[src/rtl/alu_multicycle.sv]
// Handshaked ALU: single-cycle arithmetic/logic/shift ops, iterative shift-add multiply
// and restoring divide, results and NZCV flags held until the consumer takes them.
module alu_multicycle #(
  parameter int unsigned WIDTH = 16
) (
  input  logic             clk,
  input  logic             rst,
  input  logic             in_valid,
  output logic             in_ready,
  input  logic [WIDTH-1:0] A_in,
  input  logic [WIDTH-1:0] B_in,
  input  logic             AddSubCBin,
  input  logic [3:0]       ALU_op,
  output logic             out_valid,
  input  logic             out_ready,
  output logic [WIDTH-1:0] out,
  output logic [3:0]       FlagsNZCV
);

  localparam int unsigned CNT_W = $clog2(WIDTH) + 1;
  localparam int unsigned LOG_W = $clog2(WIDTH);
  localparam int unsigned W1    = WIDTH + 1;

  localparam logic [3:0] OP_ADD  = 4'h0;
  localparam logic [3:0] OP_SUB  = 4'h1;
  localparam logic [3:0] OP_MUL  = 4'h2;
  localparam logic [3:0] OP_MULU = 4'h3;
  localparam logic [3:0] OP_DIV  = 4'h4;
  localparam logic [3:0] OP_MOD  = 4'h5;
  localparam logic [3:0] OP_AND  = 4'h6;
  localparam logic [3:0] OP_OR   = 4'h7;
  localparam logic [3:0] OP_EOR  = 4'h8;
  localparam logic [3:0] OP_NOT  = 4'h9;
  localparam logic [3:0] OP_LSL  = 4'hA;
  localparam logic [3:0] OP_LSR  = 4'hB;
  localparam logic [3:0] OP_ASR  = 4'hC;
  localparam logic [3:0] OP_ROR  = 4'hD;
  localparam logic [3:0] OP_PASS = 4'hE;
  localparam logic [3:0] OP_CMP  = 4'hF;

  typedef enum logic [1:0] {S_IDLE, S_MULT, S_DIVD, S_DONE} state_t;

  state_t               state_q, state_d;
  logic [CNT_W-1:0]     cnt_q, cnt_d;
  logic [WIDTH-1:0]     a_q, a_d, b_q, b_d;
  logic [3:0]           op_q, op_d;
  logic [2*WIDTH-1:0]   prod_q, prod_d;
  logic [WIDTH-1:0]     out_q, out_d;
  logic [3:0]           flags_q, flags_d;
  logic                 in_ready_q, in_ready_d;
  logic                 out_valid_q, out_valid_d;

  // One shift-add multiply step: accumulate A into the high half on multiplier LSB, shift right.
  logic [WIDTH:0]       madd;
  logic [2*WIDTH-1:0]   mul_next;
  assign madd     = {1'b0, prod_q[2*WIDTH-1:WIDTH]} + (prod_q[0] ? {1'b0, a_q} : W1'(0));
  assign mul_next = {madd, prod_q[WIDTH-1:1]};

  // One restoring divide step over {remainder, quotient}; B=0 naturally yields all-ones / A.
  logic [WIDTH:0]       drem, ddiff;
  logic [2*WIDTH-1:0]   div_next;
  assign drem     = prod_q[2*WIDTH-1:WIDTH-1];
  assign ddiff    = drem - {1'b0, b_q};
  assign div_next = ddiff[WIDTH] ? {drem[WIDTH-1:0], prod_q[WIDTH-2:0], 1'b0}
                                 : {ddiff[WIDTH-1:0], prod_q[WIDTH-2:0], 1'b1};

  // Single-cycle datapath evaluated on the accepted inputs.
  logic [WIDTH:0]         sum_w;
  logic [WIDTH-1:0]       res_f, res_o;
  logic signed [WIDTH-1:0] asr_v;
  logic [2*WIDTH-1:0]     rot_v;
  logic [LOG_W-1:0]       sh;
  logic                   big_sh, c1, v1;

  always_comb begin
    sum_w  = '0;
    res_f  = '0;
    c1     = 1'b0;
    v1     = 1'b0;
    sh     = B_in[LOG_W-1:0];
    big_sh = (B_in >= WIDTH'(WIDTH));
    asr_v  = $signed(A_in) >>> sh;
    rot_v  = {A_in, A_in} >> sh;
    case (ALU_op)
      OP_ADD: begin
        sum_w = {1'b0, A_in} + {1'b0, B_in} + W1'(AddSubCBin);
        res_f = sum_w[WIDTH-1:0];
        c1    = sum_w[WIDTH];
        v1    = (A_in[WIDTH-1] == B_in[WIDTH-1]) && (res_f[WIDTH-1] != A_in[WIDTH-1]);
      end
      OP_SUB, OP_CMP: begin
        sum_w = {1'b0, A_in} - {1'b0, B_in} - W1'(AddSubCBin);
        res_f = sum_w[WIDTH-1:0];
        c1    = sum_w[WIDTH];
        v1    = (A_in[WIDTH-1] != B_in[WIDTH-1]) && (res_f[WIDTH-1] != A_in[WIDTH-1]);
      end
      OP_AND:  res_f = A_in & B_in;
      OP_OR:   res_f = A_in | B_in;
      OP_EOR:  res_f = A_in ^ B_in;
      OP_NOT:  res_f = ~A_in;
      OP_LSL:  res_f = big_sh ? '0 : (A_in << sh);
      OP_LSR:  res_f = big_sh ? '0 : (A_in >> sh);
      OP_ASR:  res_f = big_sh ? {WIDTH{A_in[WIDTH-1]}} : asr_v;
      OP_ROR:  res_f = rot_v[WIDTH-1:0];
      OP_PASS: res_f = A_in;
      default: res_f = '0;
    endcase
    res_o = (ALU_op == OP_CMP) ? '0 : res_f;
  end

  // Next-state and datapath register updates.
  logic [WIDTH-1:0] res_m;

  always_comb begin
    state_d = state_q;
    cnt_d   = cnt_q;
    a_d     = a_q;
    b_d     = b_q;
    op_d    = op_q;
    prod_d  = prod_q;
    out_d   = out_q;
    flags_d = flags_q;
    res_m   = '0;
    case (state_q)
      S_IDLE: begin
        if (in_valid) begin
          a_d  = A_in;
          b_d  = B_in;
          op_d = ALU_op;
          if (ALU_op == OP_MUL || ALU_op == OP_MULU) begin
            prod_d  = {{WIDTH{1'b0}}, B_in};
            cnt_d   = CNT_W'(WIDTH);
            state_d = S_MULT;
          end else if (ALU_op == OP_DIV || ALU_op == OP_MOD) begin
            prod_d  = {{WIDTH{1'b0}}, A_in};
            cnt_d   = CNT_W'(WIDTH);
            state_d = S_DIVD;
          end else begin
            out_d   = res_o;
            flags_d = {res_f[WIDTH-1], (res_f == '0), c1, v1};
            cnt_d   = '0;
            state_d = S_DONE;
          end
        end
      end
      S_MULT: begin
        prod_d = mul_next;
        cnt_d  = cnt_q - CNT_W'(1);
        if (cnt_q == CNT_W'(1)) begin
          res_m   = (op_q == OP_MULU) ? mul_next[2*WIDTH-1:WIDTH] : mul_next[WIDTH-1:0];
          out_d   = res_m;
          flags_d = {res_m[WIDTH-1], (res_m == '0),
                     (op_q == OP_MUL) && (mul_next[2*WIDTH-1:WIDTH] != '0), 1'b0};
          state_d = S_DONE;
        end
      end
      S_DIVD: begin
        prod_d = div_next;
        cnt_d  = cnt_q - CNT_W'(1);
        if (cnt_q == CNT_W'(1)) begin
          res_m   = (op_q == OP_MOD) ? div_next[2*WIDTH-1:WIDTH] : div_next[WIDTH-1:0];
          out_d   = res_m;
          flags_d = {res_m[WIDTH-1], (res_m == '0), 1'b0, (b_q == '0)};
          state_d = S_DONE;
        end
      end
      S_DONE: begin
        if (out_ready) state_d = S_IDLE;
      end
      default: state_d = S_IDLE;
    endcase
    in_ready_d  = (state_d == S_IDLE);
    out_valid_d = (state_d == S_DONE);
  end

  always_ff @(posedge clk) begin
    if (rst) begin
      state_q     <= S_IDLE;
      cnt_q       <= '0;
      a_q         <= '0;
      b_q         <= '0;
      op_q        <= '0;
      prod_q      <= '0;
      out_q       <= '0;
      flags_q     <= '0;
      in_ready_q  <= 1'b1;
      out_valid_q <= 1'b0;
    end else begin
      state_q     <= state_d;
      cnt_q       <= cnt_d;
      a_q         <= a_d;
      b_q         <= b_d;
      op_q        <= op_d;
      prod_q      <= prod_d;
      out_q       <= out_d;
      flags_q     <= flags_d;
      in_ready_q  <= in_ready_d;
      out_valid_q <= out_valid_d;
    end
  end

  assign in_ready  = in_ready_q;
  assign out_valid = out_valid_q;
  assign out       = out_q;
  assign FlagsNZCV = flags_q;

endmodule

[config.mk]
export PLATFORM = sky130hd
export DESIGN_NAME = alu_multicycle
export DESIGN_NICKNAME = d
export VERILOG_FILES = /design/src/rtl/alu_multicycle.sv
export SDC_FILE = /design/constraint.sdc
export NUM_CORES = 1
export LEC_CHECK = 0
export ABC_AREA = 1
export CORE_MARGIN = 10
export CORE_UTILIZATION = 34
export CTS_CLUSTER_SIZE = 10
export DETAILED_ROUTE_END_ITERATION = 8
export PLACE_DENSITY_LB_ADDON = 0.12
export SLEW_MARGIN = 0
export SYNTH_ARGS = -nofsm -noshare
export SYNTH_HDL_FRONTEND = slang
export SYNTH_SLANG_ARGS = --single-unit
[constraint.sdc]
create_clock -name clk -period 2.9 [get_ports clk]
set_input_delay 0.58 -clock clk [delete_from_list [all_inputs] [get_ports clk]]
set_output_delay 0.58 -clock clk [all_outputs]
set_load 0.005 [all_outputs]
# Word level (Yosys, flattened, before mapping)
# Index checks and enable logic that the tools add are counted.
dict set report word_totals {
  reg_bits 97
  input_bits 41
  out_inout_bits 22
  wordCells 117
}
dict set report classes {
  addsub 7
  order_cmp 1
  n_eq_ne 33
  n_shift 4
  muxes 37
  n_bitwise 4
  reduce_logical 21
}
# operator n
set op_table {}
lappend op_table {{$mux 16} 12}
lappend op_table {{$pmux 16 s11} 1}
lappend op_table {{$mux 32} 4}
lappend op_table {{$pmux 32 s3} 1}
lappend op_table {{$logic_not 16->1} 4}
lappend op_table {{$pmux 16 s3} 1}
lappend op_table {{$add 16x16->17} 2}
lappend op_table {{$eq 4x4->1 const B} 8}
lappend op_table {{$shr 32x4->16} 1}
lappend op_table {{$eq 4x3->1 const B} 5}
lappend op_table {{$mux 4} 5}
lappend op_table {{$add 17x1->17} 1}
lappend op_table {{$sub 16x16->17} 1}
lappend op_table {{$sub 17x1->17} 1}
lappend op_table {{$sub 17x16->17} 1}
lappend op_table {{$and 16x16->16} 1}
lappend op_table {{$eq 4x2->1 const B} 4}
lappend op_table {{$ge 16x5->1 const B} 1}
lappend op_table {{$not 16->16} 1}
lappend op_table {{$or 16x16->16} 1}
lappend op_table {{$reduce_bool 16->1} 1}
lappend op_table {{$shl 16x4->16} 1}
lappend op_table {{$shr 16x4->16} 1}
lappend op_table {{$sshr 16x4->16} 1}
lappend op_table {{other kinds (27)} 47}

# Logic depth before layout (Yosys ltp)
# Gate-level depths: netlist of the first run.
dict set report logic_depth {
  word_depth 9
  mapped_depth 24
  mapped_depth_nobuf 23
}

# Worst setup path after synthesis of the first run
# OpenSTA, ideal clock, no wires.
dict set report synth_path {
  kind {input to register}
  from {in B_in[3]}
  to {reg flags_q[2], in the netlist FlagsNZCV[2]}
  setup_time_ns 0.066
  t_arrival_ns 3.016
  required_ns 2.834
  setup_slack_ns -0.183
  path_stages 19
  path_buffers 2
  path_cell_list {clkbuf_1 > inv_2 > buf_1 > ha_1 > ha_1 > nand2_1 > nor2_1 > nand2_1 > a21oi_1 > nor2_1 > nor2_1 > nand3_1 > nor2_1 > nand2_1 > nor2_1 > nand3_1 > nor2_1 > nor2_1 > a21oi_2}
}
dict set report synth_via {
  elab_chain_cells 8
  word_cells_on_any_way 21
  classes_between {add/sub (4); order compare (1); shift (4); mux (8); bitwise (3); reduce/logical (1)}
}
# element line
set synth_rtl {}
lappend synth_rtl {{start: declaration} 11} ;# input logic [WIDTH-1:0] B_in,
lappend synth_rtl {{$sub 16x16->17, or another cell as far along} 92} ;# sum_w = {1'b0, A_in} - {1'b0, B_in} - W1'(AddSubCBin);
lappend synth_rtl {{$sub 17x1->17, or another cell as far along} 92}
lappend synth_rtl {{$pmux 16 s11 (*)} 84} ;# case (ALU_op)
lappend synth_rtl {{$logic_not 16->1 (*)} 140} ;# flags_d = {res_f[WIDTH-1], (res_f == '0), c1, v1};
lappend synth_rtl {{$mux 4 (*)} 134} ;# end else if (ALU_op == OP_DIV || ALU_op == OP_MOD) begin
lappend synth_rtl {{$mux 4 (*)} 130} ;# if (ALU_op == OP_MUL || ALU_op == OP_MULU) begin
lappend synth_rtl {{$mux 4 (*)} 126} ;# if (in_valid) begin
lappend synth_rtl {{$pmux 4 s3 (*)} 124} ;# case (state_q)
lappend synth_rtl {{end signal: assignment} 196} ;# flags_q <= flags_d;
lappend synth_rtl {{end: declaration} 49} ;# logic [3:0] flags_q, flags_d;
# Mark *: on every way between the ends. The rest lies on a longest branch, timed or not. The select of a mux whose other input is x is not followed.
# A chain may end at the register's enable or synchronous reset.

# Worst setup path in the final report of the first run
dict set report layout_path {
  from {in B_in[0]}
  to {reg flags_q[2], in the netlist FlagsNZCV[2]}
}
# The elaborated chain is that of the path after synthesis.

==> run metrics, run 1 <==
HPWL Detailed=54.2 mm; Clock Skew=10.2 ps; Initial DRC Count=between 1000 and 1500; Comb power frac=55.3%; post-synthesis sequential area ratio=15.6%; Reg power frac=a little under a quarter; Avg Cell Area, Syn=5.62 µm²; n_diodes=0; Initial Utilization=34.7%; Multi-input gate area=10400 µm²; max incr delay on CP=390 ps; Worst EP required=3220 ps; Yosys warnings=0; total die area=about 45000 µm²; worst hold slack=487 ps; Worst Max-Slew Pin Slew=645 ps; pre-CTS worst setup slack=-781 ps; crit-path cells=clkdlybuf4s15_1 > inv_2 > fa_2 > ha_1 > nand2_1 > nand2_1 > or2_2 > nand3_1 > nand3_2 > nor2_2 > nand3_1 > nor2_2 > nand3_1 > nor2_1 > nand4_1 > nor2_2 > nor2_2 > a21oi_2; global route overflow=0; Routed wire per std cell=~21 µm; CP Max Fanout=3; Die H=211 µm; Worst Setup Start Kind=input pin; netlist area before placement=12400 µm²; Tcrit/Tclk final=a little over nine tenths; Final min period=approximately 2800 ps; share of cells above drive strength 1=27.7%; Leak=slightly below 9 nW; number of core rows=69; Mapped Cells=between 2000 and 2500; area grow syn2layout=46.9%; Synth async-reset ratio=0%; CTS tree=yes; most frequent cells in the layout=nand2_1, buf_4, inv_1; GP Congestion=between 1 and 1.5; leading cell type in the layout, fill and taps excluded=nand2_1; H-tree levels=3; Worst path slowest cell=fa_2; Rel. slew slack=between 50% and 60%; total area of sequential cells=a little under 2000 µm²; Die Wd=between 200 and 250 µm; largest net degree at the start of global routing=a little over 70; Post-synth EDFFs=0; clk slew on worst S/H paths=80 ps; nets=2777; drt via density=5.36; count of input and output buffers=62; clk root buf=clkbuf_16; CTS Buf Count=9; post-route ant nets=0; First-pass DRT Iterations=6; final hold vios=0; Clk pwr share=21.0%; vias in the first global route=16152; worst hold stages=2; switching power=between 0.003 and 0.004 W; Power Density=about 390 nW/µm²; Clock Tree Buf Depth=2; first-pass GRT wire length=99.1 mm; FMAX=0.356 GHz; Setup Viol. Count Final=0; RSZ-0062 raised after global routing=yes; clk sinks=97; critical path class=input pin to flop; final WL=approximately 66 mm; status=finished clean; most frequent CP cell=nor2_2; crit path capture type=flop; hold buffer count at CTS=0; flops & latches, synth=97; I/O pin cnt=63; Mapped Nets=between 2000 and 2500; Pint=0.00404 W; # DRC=0; switching share of power=between 40% and 50%; maxcap violations=0; final worst setup slack=about 88 ps; Cell variety after synth=54; # fillers=3830; GRT Overall Usage=roughly 29%; Slew Viols, Final=0; worst r2r path cells=22; via count=16576; antenna violations before repair=1; clk_lat worst skew=370 ps; area of the core=roughly 36000 µm²; Max VDD drop=0.284 mV; Synth Flop Type=dfxtp_1; worst hold path type=flop to flop; Worst EP arrival=3130 ps
## path summary, 6_finish.rpt
path	endpoint	slack, ps	from
hold / removal	cnt_q[1]	490	cnt_q[1]
hold reg to reg	cnt_q[1]	490	cnt_q[1]
setup reg to reg	FlagsNZCV[2]	90	prod_q[0]
setup / recovery	FlagsNZCV[2]	90	B_in[0]
## per-stage QoR
| stage | TNS [ps] | utilization [%] | std cells | power (W) | instance area [µm²] |
|---|---|---|---|---|---|
| after floorplan | 0 | - | 2213 | 0.00344 | 12400 |
| after global placement | -12220 | 45.9 | 3053 | 0.00513 | 16400 |
| after detailed placement | -12540 | 45.9 | 3053 | 0.00515 | 16400 |
| after CTS | -12.4 | 48.3 | 3074 | 0.00680 | 17300 |
| after global routing | -312 | 50.9 | 3095 | 0.00750 | 18300 |
| final | 0 | 50.9 | 3095 | 0.00707 | 18300 |
## repair_timing
item / CTS / global route
setup endpoints to repair: 19 / 20
pin swaps: 23 / 81
resized for setup: 140 / 208
buffers inserted: 5 / 21
## worst max-delay path, delay by kind of cell
family                     cells  cell delay (ps)
adders and majority gates      2              710
buffers and inverters          2              310
and+or+nand+nor               13             1420
AOI/OAI and AO/OA              1              110
## cell type report
cell class	count	area share, %
clock inverters	6	0.679
clock buffers	10	1.31
multi-input cells	1787	56.8
inverters	241	4.96
well taps	461	3.16
flip-flops and latches	97	10.7
repair buffers	493	22.4
## routing by layer
layer  part of all wire, %  global-route usage [%]
met1                    41                    34.2
met2                    48                    51.4
met3                   4.9                    2.97
met4                   5.9                    14.9
met5                     0                       0
## logic make-up after synthesis
logic type / count (synthesis) / synth area share (%)
AOI/OAI and AO/OA: 431 / 19.2
xor gates and xnor gates: 22 / 1.55
adders and majority gates: 107 / 11.1
buffers and inverters: 329 / 10.6
DFF: 97 / 15.6
and+or+nand+nor: 1227 / 41.9
## sequential cells by signal (all words and copies together), names as in the netlist
name       cells
prod_q        32
a_q           16
b_q           16
out           16
cnt_q          5
FlagsNZCV      4
op_q           4
state_q        2
in_ready       1
out_valid      1
## power groups by stage
stage               clock [W]  sequential [W]  combinational [W]
detailed placement          0         0.00169            0.00345
floorplan                   0         0.00164            0.00180
CTS                   0.00150         0.00167            0.00363
finish                0.00148         0.00167            0.00391
global placement            0         0.00169            0.00344
global route          0.00155         0.00170            0.00426
## cell usage after synthesis, types with 2 or more instances
cell type / n / area [µm²]
nand2_1: 643 / 2410
nand3_1: 241 / 1210
nor2_1: 240 / 901
inv_1: 235 / 882
o21ai_0: 177 / 886
a21oi_1: 155 / 776
ha_1: 101 / 1260
dfxtp_1: 97 / 1940
clkbuf_1: 52 / 195
nand4_1: 30 / 188
a31oi_1: 25 / 156
buf_2: 18 / 90.1
a22oi_1: 16 / 120
or2_2: 15 / 93.8
nor3_1: 14 / 70.1
xnor2_1: 13 / 114
nand3b_1: 12 / 90.1
nand2_2: 9 / 56.3
o22ai_1: 9 / 56.3
xor2_1: 9 / 78.8
a21o_1: 8 / 60.1
o211ai_1: 8 / 60.1
buf_1: 7 / 26.3
buf_4: 6 / 45.0
fa_1: 6 / 120
nand3_2: 6 / 60.1
o21bai_1: 6 / 45.0
a21boi_0: 5 / 37.5
and3_1: 4 / 25.0
a21oi_2: 3 / 26.3
a221oi_1: 3 / 26.3
a41oi_1: 3 / 26.3
clkinv_1: 3 / 11.3
inv_2: 3 / 11.3
nand2_4: 3 / 33.8
nor4_1: 3 / 18.8
o21ai_1: 3 / 15.0
and2_1: 2 / 12.5
clkbuf_2: 2 / 10.0
o221a_2: 2 / 22.5
o221ai_1: 2 / 17.5
or2_1: 2 / 12.5
Power figures use the tool's default switching activity.
==> run 2: changes to the inputs <==
--- a/config.mk
+++ b/config.mk
@@ -6,8 +6,8 @@
 export NUM_CORES = 1
 export LEC_CHECK = 0
 export ABC_AREA = 1
-export CORE_MARGIN = 10
-export CORE_UTILIZATION = 34
+export CORE_MARGIN = 5
+export CORE_UTILIZATION = 46
 export CTS_CLUSTER_SIZE = 10
 export DETAILED_ROUTE_END_ITERATION = 8
 export PLACE_DENSITY_LB_ADDON = 0.12
==> run 2 against run 1 <==
Against the previous run: worst hold slack gained 1.6 ps; fmax fell by 0.81%; sequential cell count stayed put; final cell count is 5.9% lower; power is 6.7% lower; critical path type is now flop to flop; global-route usage increased by 9.8 points; die area shrank 32%; sequential power barely moved; final area is 5.5% lower; clock skew barely moved; via count is 3.1% higher.
==> run metrics, run 2 (synthesized netlist as in run 1, its figures left out) <==
CP Max Fanout=4 (was 3); Routed wire per std cell=21.3 µm (about the same); Worst path slowest cell=fa_2 (unchanged); maxcap violations=0 (unchanged); Worst EP arrival=3130 ps (about the same); Final min period=2840 ps (was 2810 ps); Clock Skew=9.71 ps (was 10.2 ps); max FFs per register=32 (unchanged); Clock Tree Buf Depth=2 (unchanged); Die Wd=174 µm (was 211 µm); Die H=174 µm (was 211 µm); Power Density=382 nW/µm² (was 387 nW/µm²); I/O pin cnt=63 (unchanged); hold buffer count at CTS=0 (unchanged); worst hold path type=flop to flop (unchanged); Final Instance Area=17300 µm² (was 18300 µm²); clk slew on worst S/H paths=70 ps (was 80 ps); pre-CTS worst setup slack=-758 ps (was -781 ps); Tcrit/Tclk final=97.8% (was 97.0%); final core occ=64.4% (was 50.9%); dpl cell area=15700 µm² (was 16400 µm²); antenna violations before repair=1 (unchanged); Leak=8.46 nW (was 8.91 nW); leading cell type in the layout, fill and taps excluded=nand2_1 (unchanged); post-route ant nets=0 (unchanged); first-pass GRT wire length=92.5 mm (was 99.1 mm); Setup Viol. Count Final=0 (unchanged); count of input and output buffers=62 (unchanged); clk sinks=97 (unchanged); H-tree levels=3 (unchanged); most frequent cells in the layout=nand2_1, buf_4, nand3_1 (was nand2_1, buf_4, inv_1); FMAX=0.353 GHz (was 0.356 GHz); clk_lat worst skew=360 ps (was 370 ps); # DRC=0 (unchanged); Initial DRC Count=1802 (was 1468); n_diodes=0 (unchanged); total die area=30400 µm² (was 44600 µm²); Worst Max-Slew Pin Slew=594 ps (was 645 ps); status=finished clean (unchanged); HPWL Detailed=49.5 mm (was 54.2 mm); Max VDD drop=0.303 mV (was 0.284 mV); nets=2715 (was 2777); drt via density=5.87 (was 5.36); via count=17087 (was 16576); share of cells above drive strength 1=25.2% (was 27.7%); Rel. slew slack=60.4% (was 56.8%); Biggest register=prod_q (unchanged); GRT Overall Usage=38.9% (was 29.1%); RSZ-0062 raised after global routing=yes (unchanged); area of the core=26800 µm² (was 35800 µm²); Slew Viols, Final=0 (unchanged); critical path class=flop to flop (was input pin to flop); number of core rows=60 (was 69); final hold vios=0 (unchanged); vias in the first global route=16269 (was 16152); Worst Setup Start Kind=flop (was input pin); clk root buf=clkbuf_16 (unchanged); largest net degree at the start of global routing=59 (was 72); final WL=61.9 mm (was 65.9 mm); Total Power=0.00660 W (was 0.00707 W); First-pass DRT Iterations=8 (was 6); global route overflow=0 (unchanged); Worst EP required=3190 ps (was 3220 ps); TNS Setup=0 ps (unchanged); CTS Buf Count=9 (unchanged); Initial Utilization=46.4% (was 34.7%); max incr delay on CP=380 ps (was 390 ps); crit path capture type=flop (unchanged); area grow syn2layout=38.8% (was 46.9%); crit-path cells=inv_2 > ha_1 > inv_1 > fa_2 > nand2_2 > nand2_4 > nand3_2 > nand2_2 > nand2_4 > nand2_2 > nand2_4 > nand2_4 > buf_4 > nand2_2 > nand3_4 > nand2_2 > nand2_1 > nor2_1 > nand2_1 > nor2_1 > nand2_1 > nand2_1 > nand2_1 > a21oi_2 (was clkdlybuf4s15_1 > inv_2 > fa_2 > ha_1 > nand2_1 > nand2_1 > or2_2 > nand3_1 > nand3_2 > nor2_2 > nand3_1 > nor2_2 > nand3_1 > nor2_1 > nand4_1 > nor2_2 > nor2_2 > a21oi_2); CTS tree=yes (unchanged); final worst setup slack=64.9 ps (was 87.9 ps); GP Congestion=1.06 (was 1.02)
## run 2: cell types whose count changed in the layout (fill, tap and decap cells not counted), sizes merged
cell	delta
inv	+3
clkbuf	+2
bufinv	-3
dlymetal6s2s	-6
buf	-63
dlygate4sd2	+5
## run 2: cell type report
type                            count  area, µm²
Multi-Input combinational cell   1787      10200
Fill cell                        2625       9550
Timing Repair Buffer              431       3470
Sequential cell                    97       1950
Inverter                          241        905
Tap cell                          341        427
Clock buffer                       10        229
Clock inverter                      6       48.8
## run 2: where the power goes
part | switching [W] | internal (W)
clock | 0.000582 | 0.000596
sequential | 0.000150 | 0.00152
combinational | 0.00221 | 0.00154
## run 2: critical path: cells and delay by family (launching register included)
kind | cells | cell delay (ps)
buf+inv | 3 | 280
flops | 1 | 330
fa+ha+maj | 2 | 510
compound gates | 1 | 110
simple gates | 18 | 1550
## run 2: worst paths after layout
check / start / slack, ps / to / cells past startpoint
min: b_q[12] / 490 / b_q[12] / 2
min reg2reg: b_q[12] / 490 / b_q[12] / 2
max: prod_q[15] / 60 / FlagsNZCV[2] / 24
max reg2reg: prod_q[15] / 60 / FlagsNZCV[2] / 24
## run 2: per-stage QoR
stage                     std cells  hold WS (ps)
after floorplan                2213           444
after global placement         2868           471
after detailed placement       2868           480
after CTS                      2896           489
after global routing           2913           521
final                          2913           489
## run 2: timing repair
item / in CTS / in global routing
setup buffers: 12 / 17
endpoints found under the setup margin: 19 / 18
pin swaps: 22 / 66
resized for setup: 145 / 168
## run 2: layer usage
metal | vias to the layer above | track usage (%) | routed length [µm]
met4 | 2 | 29.7 | 5980
met2 | 1019 | 65.9 | 28600
met5 | - | 0 | 13
met3 | 302 | 5.22 | 4980
met1 | 7751 | 44.1 | 22400
li1 | 8013 | - | -
